`config.mk`:
```
export PLATFORM = sky130hd
export DESIGN_NAME = encoder8_queue
export DESIGN_NICKNAME = d
export VERILOG_FILES = /design/src/rtl/encoder8_queue.sv
export SDC_FILE = /design/constraint.sdc
export NUM_CORES = 1
export LEC_CHECK = 0
export CORE_UTILIZATION = 42
export DETAILED_ROUTE_END_ITERATION = 10
export PLACE_DENSITY = 0.76
export SLEW_MARGIN = 20
export SYNTH_ARGS = -nofsm -noshare
export SYNTH_HDL_FRONTEND = slang
export SYNTH_SLANG_ARGS = --single-unit
```
`constraint.sdc`:
```
create_clock -name clk -period 1.76 [get_ports clk]
set_input_delay 0.528 -clock clk [delete_from_list [all_inputs] [get_ports clk]]
set_output_delay 0.528 -clock clk [all_outputs]
set_load 0.02 [all_outputs]
```
`src/rtl/encoder8_queue.sv`:
```
// encoder8_queue: sequential 8-to-3 encoder. Request lines accumulate in a
// pending register and are issued one binary index at a time over a
// valid/ready handshake, in fixed priority order (HIGH_FIRST).
// Build option ENCODER8_RR_EN: round-robin selection from a last-issued
// pointer replaces fixed priority, and HIGH_FIRST is ignored.
module encoder8_queue #(
  parameter int unsigned N_IN       = 8,
  parameter int unsigned CODE_W     = 3,
  parameter bit          HIGH_FIRST = 1'b1
) (
  input  logic              clk,
  input  logic              rst_n,
  input  logic [N_IN-1:0]   req_i,
  output logic              out_valid,
  input  logic              out_ready,
  output logic [CODE_W-1:0] out_code,
  output logic [N_IN-1:0]   pending_o,
  output logic              overflow_o,
  output logic              idle_o
);

  typedef enum logic {IDLE, VALID} state_t;

  state_t              state;
  logic [N_IN-1:0]     pending;
  logic [CODE_W-1:0]   sel_c;
  logic [N_IN-1:0]     clr_c;
  logic                load_c;

`ifdef ENCODER8_RR_EN
  logic [CODE_W-1:0]   rr_ptr;

  // Round-robin pick: first pending bit scanning upward from rr_ptr+1, wrapping
  always_comb begin
    logic [CODE_W-1:0] idx;
    sel_c = '0;
    idx   = '0;
    for (int i = int'(N_IN); i >= 1; i--) begin
      idx = rr_ptr + CODE_W'(i);
      if (pending[idx]) sel_c = idx;
    end
  end
`else
  // Fixed-priority pick over the registered pending vector only
  always_comb begin
    sel_c = '0;
    if (HIGH_FIRST) begin
      for (int i = 0; i < int'(N_IN); i++)
        if (pending[i]) sel_c = CODE_W'(i);
    end else begin
      for (int i = int'(N_IN) - 1; i >= 0; i--)
        if (pending[i]) sel_c = CODE_W'(i);
    end
  end
`endif

  // Load a new code from IDLE, or back-to-back when the current one is taken
  always_comb begin
    load_c = (pending != '0) && ((state == IDLE) || out_ready);
    clr_c  = load_c ? (N_IN'(1) << sel_c) : '0;
  end

  // State, pending register, handshake outputs and overflow pulse
  always_ff @(posedge clk or negedge rst_n) begin
    if (!rst_n) begin
      state      <= IDLE;
      pending    <= '0;
      out_valid  <= 1'b0;
      out_code   <= '0;
      overflow_o <= 1'b0;
`ifdef ENCODER8_RR_EN
      rr_ptr     <= CODE_W'(N_IN - 1);
`endif
    end else begin
      // Set wins over clear, so a re-request of the loading index stays queued
      pending    <= (pending & ~clr_c) | req_i;
      overflow_o <= |(req_i & pending & ~clr_c);
      case (state)
        IDLE: begin
          if (load_c) begin
            out_code  <= sel_c;
            out_valid <= 1'b1;
            state     <= VALID;
          end
        end
        VALID: begin
          if (load_c) begin
            out_code <= sel_c;
          end else if (out_ready) begin
            out_valid <= 1'b0;
            state     <= IDLE;
          end
        end
        default: begin
          out_valid <= 1'b0;
          state     <= IDLE;
        end
      endcase
`ifdef ENCODER8_RR_EN
      if (load_c) rr_ptr <= sel_c;
`endif
    end
  end

  assign pending_o = pending;
  assign idle_o    = (state == IDLE) && (pending == '0);

endmodule

```
== Word-level counts from Yosys, hierarchy flattened ==
Index checks and enable logic that the tools add are counted.

* Equal/unequal tests: 3
* Shift operators: 1
* Mux-type cells: 17
* Bitwise gates (word level): 6
* Reduce and logical (&&, ||, !) cells: 7

{| class="wikitable"
|+ Operators by type and width
! operator !! number
|-
| AND 8 bit || 3
|-
| two-way mux 3 bit || 6
|-
| logical NOT 8 bit || 1
|-
| two-way mux 8 bit || 1
|-
| inverter 8 bit || 1
|-
| OR 8 bit || 1
|-
| nonzero test 8 bit || 1
|-
| OR reduction 8 bit || 1
|-
| left shift 1 x 3 -> 8 bit (first input constant) || 1
|-
| two-way mux 1 bit || 7
|-
| != test 2 bit (second input constant) || 3
|-
| case mux 1 bit (2 select lines) || 2
|-
| AND reduction 3 bit || 1
|-
| logical AND 1 bit || 2
|-
| two-way mux 2 bit || 1
|-
| logical OR 1 bit || 1
|-
| inverter 1 bit || 1
|}

* Flip-flop bits (word level): 14
* Bits of input ports: 11
* Output and inout bits: 14
* Word-level logic and storage cells: 39

== Logic depth before layout (Yosys ltp) ==
Gate-level depths: netlist (run 1).

* Depth in word-level cells: 12
* Mapped depth: 4
* Depth with buffers taken out: 4

== Worst setup path before layout (run 1) ==
OpenSTA, ideal clock, no wires.

* Kind: register to output
* Start: reg pending[5] (netlist: pending_o[5])
* End: out idle_o
* Data arrival time: 1.368 ns
* Required time: 1.232 ns
* Setup slack: -0.136 ns
* Cell stages (with the launch flop): 4
* Path buffers: 0
* Cell sequence: dfrtp_1 nor4_4 nand2_1 nor2_1

* Cells in the longest elaborated chain, start to end: 2

{| class="wikitable"
|+ RTL lines
! element !! line !! text
|-
| start: declaration || 25 || <nowiki>logic [N_IN-1:0] pending;</nowiki>
|-
| start signal: assignment || 76 || <nowiki>pending <= (pending & ~clr_c) | req_i;</nowiki>
|-
| logical NOT 8 bit || 106 || <nowiki>assign idle_o = (state == IDLE) && (pending == '0);</nowiki>
|-
| logical AND 1 bit || 106 ||
|-
| end: declaration || 19 || <nowiki>output logic idle_o</nowiki>
|}

No other way between the ends.

== Worst setup path after layout (run 1) ==
* Start: reg pending[2] (netlist: pending_o[2])
* End: out idle_o

The elaborated chain is that of the path after synthesis.

==> results.cfg, run 1 <==
[run_status]
status = complete, but fails checks
violations = negative setup slack

[grt]
grt_usage_pct = 23.3
grt_max_degree = 15
antenna_found_initial = 0
grt_pass1_vias = 703
grt_pass1_wl_mm = 3.15
gr-total-overflow = 0

[synthesis]
synthFlopType = dfrtp_1
yosysWarnings = 0
syn_inst = 67
synth-edff-count = 0
synth.most_common_cell = dfrtp_1
synth-async-reset-ratio_pct = 100
syn-num-nets = 78
yosysTopAreaCell = dfrtp_1
netlist_top_cells_area = dfrtp_1 51%, o21ai_0 3.7%, a21o_1 3.3%, nor4_4 3.1%, a21oi_1 2.9%
yosysSeqAreaShare_pct = 51.2
ys_seq_elements = 14
avgSynthCellArea_um2 = 10.2
synthTopCellsByCount = 14 x dfrtp_1, 5 x o21ai_0
synth_top_cell_area_share_pct = 51.2
synthDistinctLibCells = 26
synth.cell_area_um2 = 684

[clock_network]
cts_buffer_depth = 2
cts.clk_slew.worst_paths_ns = 0.09
cts_tree = yes
clock-root-buffer = clkbuf_4
clk_latency_ns = 0.28
clock_sinks = 14
htreeDepth = 1
cts-buffers-inserted = 3

[setup_path]
reg2reg_to = overflow_o$_DFF_PN0_
cp_slowest_cell = dfrtp_1
arrival_ns = 1.35
crit_required_ns = 1.23
r2r_slack_ns = 0.23
start_kind = register
r2r_start = pending_o[4]$_DFF_PN0_
crit_type = register to primary output
crit_chain = nor4_4 > nand2_2 > nor2_4 > buf_6
cpLargestDelayFamily = simple AND/OR/NAND/NOR gates
r2r_cells = 5
cpPeakStageDelay_ns = 0.42
end_kind = primary output
worstPathMaxFanout = 2
cp.buffers_inverters = 1

[layout]
area_growth_pct = 58.9
fin_cells = 123
layout.nets = 119
nFillCells = 122
final_area_um2 = 1090
layout-drive-gt1-share_pct = 25.2
antenna_cells = 0
final_util_pct = 72.2

[sta]
holdWs_ns = 0.491
clock_skew_ns = 0.00518
maxSlewHeadroom_pct = 67.0
setup_viol = 1
drv_slew = 0
clock.fmax_mhz = 533
hold_violations = 0
min_period_ns = 1.88
worst_pin_slew_ns = 0.494
setup_slack_ns = -0.116
fin_crit_sh_pct = 107
rsz0062_at_grt = true

[routing]
finalWirelength_mm = 1.82
ant_nets = 0
drt_iter0_drc = 20
wire_per_inst_um = 14.8
drc_errors = 0
firstDrtPassIters = 4
dr_total_vias = 698
viasPerCell = 5.67

[floorplanning]
rows = 14
start_util_pct = 45.4
die_h_um = 42.4
die_x_um = 42.4
ios = 25
coreArea_um2 = 1510
dieArea_um2 = 1790

[hold_path]
hp-start = out_code[0]$_DFFE_PN0P_
hold_path_depth = 1
hold_class = register to register
min_to = out_code[0]$_DFFE_PN0P_

[pwr]
power_density_nw_per_um2 = 617
vdd_drop_max_v = 0.000377
leakage_nw = 0.449
power.total_mw = 0.670

[placement]
portBuffers = 24
place.gp.congestion = 0.785
place_hpwl_mm = 1.40
post_dp_cell_area_um2 = 1050
dp_cells = 119

[run]
drv_cap = 0
-- worst max-delay path by stage --
| stage | start | end | slack, ns | cells after the start |
|---|---|---|---|---|
| floorplan | pending_o[4]$_DFF_PN0_ | idle_o | 0.006 | 3 |
| CTS | pending_o[7]$_DFF_PN0_ | idle_o | -0.14 | 4 |
| detailed placement | pending_o[4]$_DFF_PN0_ | idle_o | -0.30 | 4 |
| global placement | pending_o[4]$_DFF_PN0_ | idle_o | -0.27 | 4 |
| finish | pending_o[2]$_DFF_PN0_ | idle_o | -0.12 | 4 |
| global route | pending_o[4]$_DFF_PN0_ | idle_o | -0.17 | 4 |
-- layer usage --
layer,track usage [%],vias to the layer above,share of wire [%]
met5,0,-,0
met4,5.00,0,0.55
met3,5.17,2,4.8
met2,40.3,21,51
met1,29.9,345,44
li1,-,330,-
-- layout by cell type, fill, tap and decap left out, types with 2 or more instances in the layout --
cell type / instances
clkbuf_4: 3
dfrtp_1: 11
and2_1: 2
dlymetal6s2s_1: 2
dlygate4sd2_1: 10
a21o_2: 2
a31oi_1: 2
o21ai_0: 5
clkdlybuf4s50_1: 10
nand2b_1: 3
nand3_1: 4
buf_4: 12
o311ai_0: 2
nor2_1: 3
nand2_1: 3
nor4_4: 2
dfrtp_2: 3
inv_1: 4
o21a_1: 2
a21oi_1: 4
a21o_1: 3
-- where the power goes --
group / switching (mW) / internal, mW
logic: 0.0508 / 0.0519
registers: 0.00638 / 0.330
clock network: 0.105 / 0.126
total: 0.162 / 0.508
-- registers in the layout (all words and copies together), names as in the netlist --
signal and flops:
out_code 3, state 1, out_valid 1, overflow_o 1
pending_o 8
-- logic make-up after synthesis --
logic type | after synthesis | share of synthesized area [%]
simple gates | 23 | 20.8
flops | 14 | 51.2
compound gates | 26 | 25.8
buf+inv | 4 | 2.19
-- area by class of cell --
type                    instances  area [µm²]  area share (%)
clock buffers                   4        36.3            3.34
inverters                       4        15.0            1.38
multi-input cells              49         338            31.1
flip-flops and latches         14         354            32.6
well taps                      16        20.0            1.84
repair buffers                 36         324            29.8
-- stage by stage --
| stage | TNS (ns) | worst slack [ns] |
|---|---|---|
| after floorplan | 0 | 0.00619 |
| after global placement | -0.629 | -0.268 |
| after detailed placement | -0.744 | -0.304 |
| after CTS | -0.135 | -0.135 |
| after global routing | -0.174 | -0.174 |
| final | -0.116 | -0.116 |
-- what timing repair did --
| action | 4_1_cts | 5_1_grt |
|---|---|---|
| buffers inserted | 0 | 0 |
| resized for setup | 18 | 3 |
| hold buffers | 0 | 0 |
| endpoints found under the setup margin | 12 | 5 |
| pin swaps | 2 | 1 |
| gates cloned | 0 | 0 |
Power figures use the tool's default switching activity.
==> inputs of run 2 (changes only) <==
--- a/config.mk
+++ b/config.mk
@@ -7,6 +7,7 @@
 export LEC_CHECK = 0
 export CORE_UTILIZATION = 42
 export DETAILED_ROUTE_END_ITERATION = 10
+export GPL_ROUTABILITY_DRIVEN = 0
 export PLACE_DENSITY = 0.76
 export SLEW_MARGIN = 20
 export SYNTH_ARGS = -nofsm -noshare
==> results of run 2 <==
No change in the layout: final DEF, timing and power equal those of run 1.
